--- src/rtl/sample_gen.sv ---
// sample_gen: programmable-period 50% duty sample_adc strobe, continuous or burst.
// Define SAMPLE_GEN_EXT_TRIG_EN to add a synchronised ext_trig start source.
module sample_gen #(
   parameter int CNT_W   = 16,
   parameter int BURST_W = 8
) (
   input  logic               clk,
   input  logic               rst,
   input  logic               start,
   input  logic               stop,
   input  logic [CNT_W-1:0]   half_period,
   input  logic [BURST_W-1:0] burst_len,
`ifdef SAMPLE_GEN_EXT_TRIG_EN
   input  logic               ext_trig,
`endif
   output logic               sample_adc,
   output logic               busy,
   output logic               done,
   output logic [BURST_W-1:0] pulse_cnt
);

   typedef enum logic [1:0] {IDLE, HIGH, LOW} state_t;

   state_t             r_state, w_next;
   logic [CNT_W-1:0]   r_cnt, r_hp, w_hp;
   logic [BURST_W-1:0] r_burst, r_pulse_cnt;
   logic               r_stop_pend, r_done, r_sample, r_busy;
   logic               w_go, w_zero, w_end, w_done, w_trig;

`ifdef SAMPLE_GEN_EXT_TRIG_EN
   logic r_sync1, r_sync2, r_sync3;

   always_ff @(posedge clk or posedge rst) begin
      if (rst) {r_sync3, r_sync2, r_sync1} <= 3'b000;
      else     {r_sync3, r_sync2, r_sync1} <= {r_sync2, r_sync1, ext_trig};
   end

   assign w_trig = r_sync2 & ~r_sync3;
`else
   assign w_trig = 1'b0;
`endif

   assign w_hp   = (half_period == '0) ? CNT_W'(1) : half_period;
   assign w_go   = (r_state == IDLE) & (start | w_trig) & ~stop;
   assign w_zero = (r_cnt == '0);
   assign w_end  = r_stop_pend | (r_burst != '0 && r_pulse_cnt == r_burst);

   always_comb begin
      w_next = r_state;
      w_done = 1'b0;
      case (r_state)
         IDLE:    w_next = w_go ? HIGH : IDLE;
         HIGH:    w_next = w_zero ? LOW : HIGH;
         LOW: begin
            w_next = !w_zero ? LOW : (w_end ? IDLE : HIGH);
            w_done = w_zero & w_end;
         end
         default: w_next = IDLE;
      endcase
   end

   always_ff @(posedge clk or posedge rst) begin
      if (rst) begin
         r_state     <= IDLE;
         r_cnt       <= '0;
         r_hp        <= '0;
         r_burst     <= '0;
         r_pulse_cnt <= '0;
         r_stop_pend <= 1'b0;
         r_done      <= 1'b0;
         r_sample    <= 1'b0;
         r_busy      <= 1'b0;
      end else begin
         r_state     <= w_next;
         r_done      <= w_done;
         r_sample    <= (w_next == HIGH);
         r_busy      <= (w_next != IDLE);
         // a start accepted with stop is impossible, so pend only ever arms while running
         r_stop_pend <= (w_next == IDLE) ? 1'b0 : (r_stop_pend | stop);
         if (w_go) begin
            r_hp        <= w_hp;
            r_burst     <= burst_len;
            r_pulse_cnt <= BURST_W'(1);
            r_cnt       <= w_hp - CNT_W'(1);
         end else if (r_state != IDLE) begin
            r_cnt <= w_zero ? r_hp - CNT_W'(1) : r_cnt - CNT_W'(1);
         end
         if (r_state == LOW && w_zero && !w_end)
            r_pulse_cnt <= r_pulse_cnt + BURST_W'(1);
      end
   end

   assign sample_adc = r_sample;
   assign busy       = r_busy;
   assign done       = r_done;
   assign pulse_cnt  = r_pulse_cnt;

endmodule

--- config.mk ---
export PLATFORM = sky130hd
export DESIGN_NAME = sample_gen
export DESIGN_NICKNAME = d
export VERILOG_FILES = /design/src/rtl/sample_gen.sv
export SDC_FILE = /design/constraint.sdc
export NUM_CORES = 1
export LEC_CHECK = 0
export CAP_MARGIN = 15
export CORE_MARGIN = 2
export CORE_UTILIZATION = 55
export CTS_CLUSTER_SIZE = 8
export DETAILED_ROUTE_END_ITERATION = 10
export DONT_BUFFER_PORTS = 1
export GPL_TIMING_DRIVEN = 0
export PLACE_DENSITY = 0.73
export RECOVER_POWER = 25
export SYNTH_ARGS = -nofsm -noshare
export SYNTH_HDL_FRONTEND = slang
export SYNTH_SLANG_ARGS = --single-unit
--- constraint.sdc ---
create_clock -name clk -period 3 [get_ports clk]
set_input_delay 0.6 -clock clk [delete_from_list [all_inputs] [get_ports clk]]
set_output_delay 0.6 -clock clk [all_outputs]
set_load 0.02 [all_outputs]
== Word level (Yosys, flattened, before mapping) ==
Index checks and enable logic that the tools add are counted.
Word-level totals
  flip-flop bits (word level): 54
  input bits: 28
  logic and storage cells: 49
  output and inout port bits: 11
Cells by class
  eq/ne operators: 4
  muxes and demuxes: 13
  add/subtract/negate cells: 4
  bitwise operators: 6
  reductions and logical operators: 13
Operator list (count)
  16-bit 2-to-1 mux: 4
  16-bit by 1-bit subtractor with 16-bit output (second input constant): 3
  16-bit zero test: 2
  8-bit 2-to-1 mux: 2
  8-bit by 1-bit adder with 8-bit output (second input constant): 1
  8-bit equality test: 1
  2-bit nonzero test: 4
  8-bit nonzero test: 1
  2-bit one-hot mux with 3 select lines: 1
  2-bit by 1-bit equality test with 1-bit output (second input constant): 2
  2-bit zero test: 2
  1-bit 2-to-1 mux: 4
  2-bit 2-to-1 mux: 2
  1-bit AND: 3
  1-bit logical AND: 3
  2-bit equality test (second input constant): 1
  1-bit bitwise OR: 2
  1-bit zero test: 1
  1-bit inverter: 1

== Depth between registers and ports, before layout ==
  depth in word-level cells: 8
  depth in mapped cells: 13
  gate-level depth less buffers: 11

== Least setup slack after synthesis ==
No wires, ideal clock.
  path type: input port to flip-flop
  start point: input port stop
  end point: register r_cnt[8]
  data required time: 2.868 ns
  stages: 11
  buffers on the path: 1
  arrival time: 3.111 ns
  setup time: 0.132 ns
  path slack: -0.243 ns
  cell sequence: or4b_4 -> buf_6 -> and2_1 -> a31oi_2 -> ha_1 -> inv_1 -> a311o_1 -> a221oi_1 -> nor2b_1 -> xnor2_1 -> o21ai_1
Between the ends
  longest elaborated chain between the ends: 3
  elaborated cells on any way between the ends: 4
  those cells by class: mux: 1; bitwise: 2; reduce/logical: 1
RTL lines
  from (decl): line 10  | input logic stop,
  1-bit inverter *: line 44  | assign w_go = (r_state == IDLE) & (start | w_trig) & ~stop;
  1-bit AND *: line 44
  16-bit 2-to-1 mux or 2-bit nonzero test (tied branches)
  to (signal assigned): line 84  | r_cnt <= w_hp - CNT_W'(1);
  to (signal assigned): line 86  | r_cnt <= w_zero ? r_hp - CNT_W'(1) : r_cnt - CNT_W'(1);
  to (decl): line 25  | logic [CNT_W-1:0] r_cnt, r_hp, w_hp;
Every way passes the cells marked *; elsewhere a longest branch is shown, timed or not.
A chain may end at the register's enable or synchronous reset.

== Worst setup path after layout ==
  start point: register r_state[1]
  end point: register r_cnt[8]
Between the ends
  longest elaborated chain between the ends: 4
  elaborated cells on any way between the ends: 6
  those cells by class: mux: 1; bitwise: 2; reduce/logical: 3
RTL lines
  from (decl): line 24  | state_t r_state, w_next;
  from (signal assigned): line 74  | r_state <= w_next;
  2-bit zero test: line 44
  1-bit AND (2 in series): line 44
  16-bit 2-to-1 mux or 2-bit nonzero test (tied branches)
Parallel ways exist; a longest one is shown, timed or not.

==> metrics.csv <==
stage;metric;value;unit
synth;cell accounting for the most synthesized area;sky130_fd_sc_hd__dfrtp_1;
global_routing;GRT Total Usage;0.271;
worst_setup_path;Slowest Stage Delay on Critical Path;0.60;ns
placement;placed instance area;3220;um^2
pwr;power per unit of standard cell area;533;nW/um^2
timing;highest clock rate;339;MHz
timing;skew final;0.00618;ns
cells_and_area;area growth from synthesis to layout;10.8;%
worst_setup_path;startpoint types;register;
synth;area share of the largest cell type after synthesis;0.437;
synth;synthesis-stage register bit count;54;
worst_setup_path;critical-path cell with the highest stage delay;sky130_fd_sc_hd__or4b_4;
synth;post-synthesis sequential area ratio;0.437;
worst_setup_path;crit path cell chain;or4b_4 > buf_6 > buf_8 > nor2_2 > nand2_2 > nand2_2 > ha_4 > inv_2 > a311o_2 > a221oi_4 > nor2b_4 > xnor2_1 > o21ai_1;
timing;final worst-path cycle share;0.982;
timing;number of hold violations in the final report;0;
global_routing;pin count of the biggest net entering global routing;29;
synth;EDFF count, synth;0;
timing;clock period minus final worst setup slack;2.95;ns
worst_setup_path;critical path depth;13;
cells_and_area;Multi-input gate area;1720;um^2
pwr;Flop pwr share;0.498;
floorplanning;Starting Density;0.565;
placement;Final HPWL DP;5850;um
floorplanning;top-level I/O count;39;
clocking;TritonCTS clock tree;done;
synth;Unique masters post-synth;53;
worst_setup_path;count of cells along the worst register-to-register path;13;
route;1st-pass router iterations;5;
timing;normalized max-slew margin;0.0274;
global_routing;global route total overflow;0;
worst_setup_path;most used cell, CP;sky130_fd_sc_hd__nand2_2;
pwr;portion of total power attributed to combinational logic;0.291;
clocking;Num CTS Buffers;5;
timing;Worst Max-Slew Pin Slew;1.46;ns
pwr;total power after layout;1.83;mW
floorplanning;Core Region;5470;um^2
synth;netlist area before placement;3090;um^2
global_routing;number of antenna violations at the first check in global routing;0;
worst_setup_path;largest driver fanout on the critical path;10;
cells_and_area;Inserted Diodes;0;
floorplanning;total number of placement rows;27;
floorplanning;area of the die;6240;um^2
placement;routability-driven placement congestion ratio;0.949;
clocking;H-tree depth reported by CTS;2;
worst_setup_path;capture instance of the worst register-to-register path;r_cnt[8];
worst_setup_path;Critical Setup Path Class;reg -> reg;
synth;Post-synth top cells;sky130_fd_sc_hd__nand2_1 (83), sky130_fd_sc_hd__dfrtp_1 (54), sky130_fd_sc_hd__nor2_1 (22);
cells_and_area;fillers;470;
clocking;buffer depth of the longest clock path;2;
synth;Main synth FF type;sky130_fd_sc_hd__dfrtp_1;
clocking;Num Clock Sinks;54;
synth;Mapped Cells;364;
cells_and_area;area of all placed cells without fillers;3430;um^2
synth;FFs w/ async S/R, synth;1.00;
route;total via count in the routed design;2773;
pwr;Clock power frac;0.211;
clocking;clock transition at the register clock pins on the worst setup and hold paths after CTS;0.09;ns
cells_and_area;fin nets;409;
worst_setup_path;Worst Path Buf+Inv;3;
cells_and_area;share of cells above drive strength 1;0.108;
flow_run;number of max-cap violations;0;
worst_hold_path;worst hold start;half_period[4];
synth;most instantiated library cell after synthesis;sky130_fd_sc_hd__nand2_1;
pwr;Max IR drop VDD;305;uV
floorplanning;DIE HEIGHT;79.0;um
floorplanning;Die Wd;79.0;um
route;count of antenna-violating nets left after detailed routing;0;
timing;final slew viol count;0;
global_routing;global-route wire length before repair;13100;um
worst_hold_path;Hold WC Path Type;in -> reg;
worst_setup_path;critical path endpoint category;register;
worst_setup_path;Data required, critical path;3.18;ns
clocking;root cell of the clock tree;sky130_fd_sc_hd__clkbuf_8;
clocking;worst-skew pair later-pin latency;0.31;ns
route;Final Routed Wirelength;7960;um
global_routing;via count of the first global-routing pass;2520;
synth;Syn. warnings;0;
worst_setup_path;Reg2Reg Launch Point;r_state[1];
synth;Synth Area per Inst;8.50;um^2
route;number of remaining DRC errors;0;
cells_and_area;sequential cell area;1350;um^2
pwr;static leakage;1.44;nW
route;initial DRC count;365;
clocking;number of buffers inserted for hold repair after clock tree synthesis;0;
worst_setup_path;endpoint arrival time on the critical path;3.13;ns
pwr;switching power total;0.632;mW
timing;RSZ-0062 raised after global routing;true;
route;Routed WL per cell;17.7;um
synth;Syn Nets;394;
worst_setup_path;Worst R2R Setup Slack;0.05;ns
worst_setup_path;family with the most delay on the worst path;simple AND/OR/NAND/NOR gates;
pwr;Net Sw Frac;0.346;
pwr;cell-internal power;1.20;mW
status;status;completed;
placement;Port-buffer cells;0;
synth;largest cells by area after synthesis;sky130_fd_sc_hd__dfrtp_1 (44%), sky130_fd_sc_hd__nand2_1 (10%), sky130_fd_sc_hd__xor2_1 (4.2%);
worst_setup_path;startpoint of the worst setup timing path;r_state[1];
worst_setup_path;Worst setup endpoint;r_cnt[8];
timing;setup violators final;0;
route;number of vias per cell;6.15;
-- kinds of logic (layout without fill, tap and decap cells) --
group,Yosys count,in the layout,share of synthesized area
AO/OA/AOI/OAI,90,90,0.186
XOR/XNOR,21,21,0.0594
adder cells (fa/ha/maj),2,2,0.00809
buffers and inverters,28,43,0.0368
flip-flops,54,54,0.437
multiplexers,8,8,0.0263
AND/OR/NAND/NOR,161,161,0.247
-- power groups by stage --
stage	Sequential [mW]	Combinational (mW)	Clock [mW]
global route	0.923	0.589	0.428
global placement	0.912	0.449	0
finish	0.911	0.531	0.386
CTS	0.900	0.505	0.401
floorplan	0.884	0.382	0
detailed placement	0.916	0.470	0
-- worst min-delay path by stage --
stage,to,slack (ns),cells past startpoint
after CTS,r_cnt[10],0.25,1
final,r_hp[4],0.39,2
after detailed placement,r_hp[14],0.47,2
after global placement,r_hp[13],0.45,2
after floorplan,r_hp[10],0.43,2
after global routing,r_burst[0],0.38,2
-- sequential cells by signal, indices dropped and copies added (netlist names) --
register     cells
busy             1
pulse_cnt        8
r_hp            16
r_state          2
sample_adc       1
r_burst          8
r_stop_pend      1
done             1
r_cnt           16
-- stage by stage --
stage | setup TNS, ns | worst slack (ns) | hold WS [ns] | utilization | std cells
2_1_floorplan | -0.0339 | -0.0339 | 0.433 | - | 364
3_3_place_gp | -2.67 | -0.483 | 0.453 | 0.585 | 436
3_5_place_dp | -2.98 | -0.497 | 0.467 | 0.589 | 437
4_1_cts | 0 | 0.00449 | 0.250 | 0.621 | 452
5_1_grt | -0.219 | -0.0502 | 0.377 | 0.627 | 451
6_report | 0 | 0.0541 | 0.392 | 0.627 | 451
-- what timing repair did --
item | in CTS | in global routing
endpoints found under the setup margin | 7 | 24
pin swaps | 6 | 9
resized for setup | 8 | 17
buffers inserted | 8 | 0
-- area by class of cell --
| type | instances | area share |
|---|---|---|
| buffer | 18 | 0.0266 |
| clock inverter | 2 | 0.00292 |
| multi-input combinational | 282 | 0.501 |
| sequential | 54 | 0.394 |
| clock buffer | 5 | 0.0201 |
| timing repair buffer | 9 | 0.0186 |
| inverter | 9 | 0.00985 |
| tap | 72 | 0.0263 |
-- metal layers --
metal / wire length [um] / global-route usage / part of all wire
met4: 121 / 0.0776 / 0.015
met5: 0 / 0 / 0
met3: 706 / 0.0591 / 0.089
met1: 3550 / 0.404 / 0.45
met2: 3580 / 0.397 / 0.45
-- cells in the final DEF (no fill, tap or decap), types with 8 or more instances in the layout --
cell type | synthesis | routed
sky130_fd_sc_hd__buf_4 | 0 | 9
sky130_fd_sc_hd__o21ai_0 | 17 | 17
sky130_fd_sc_hd__a21oi_1 | 21 | 21
sky130_fd_sc_hd__xor2_1 | 15 | 15
sky130_fd_sc_hd__nand2_1 | 83 | 81
sky130_fd_sc_hd__o21ai_1 | 12 | 12
sky130_fd_sc_hd__dfrtp_1 | 54 | 53
sky130_fd_sc_hd__nand3_1 | 9 | 8
sky130_fd_sc_hd__nor2_1 | 22 | 20
sky130_fd_sc_hd__o31ai_1 | 10 | 10
sky130_fd_sc_hd__clkbuf_1 | 17 | 15
(Power assumes the default switching activity.)
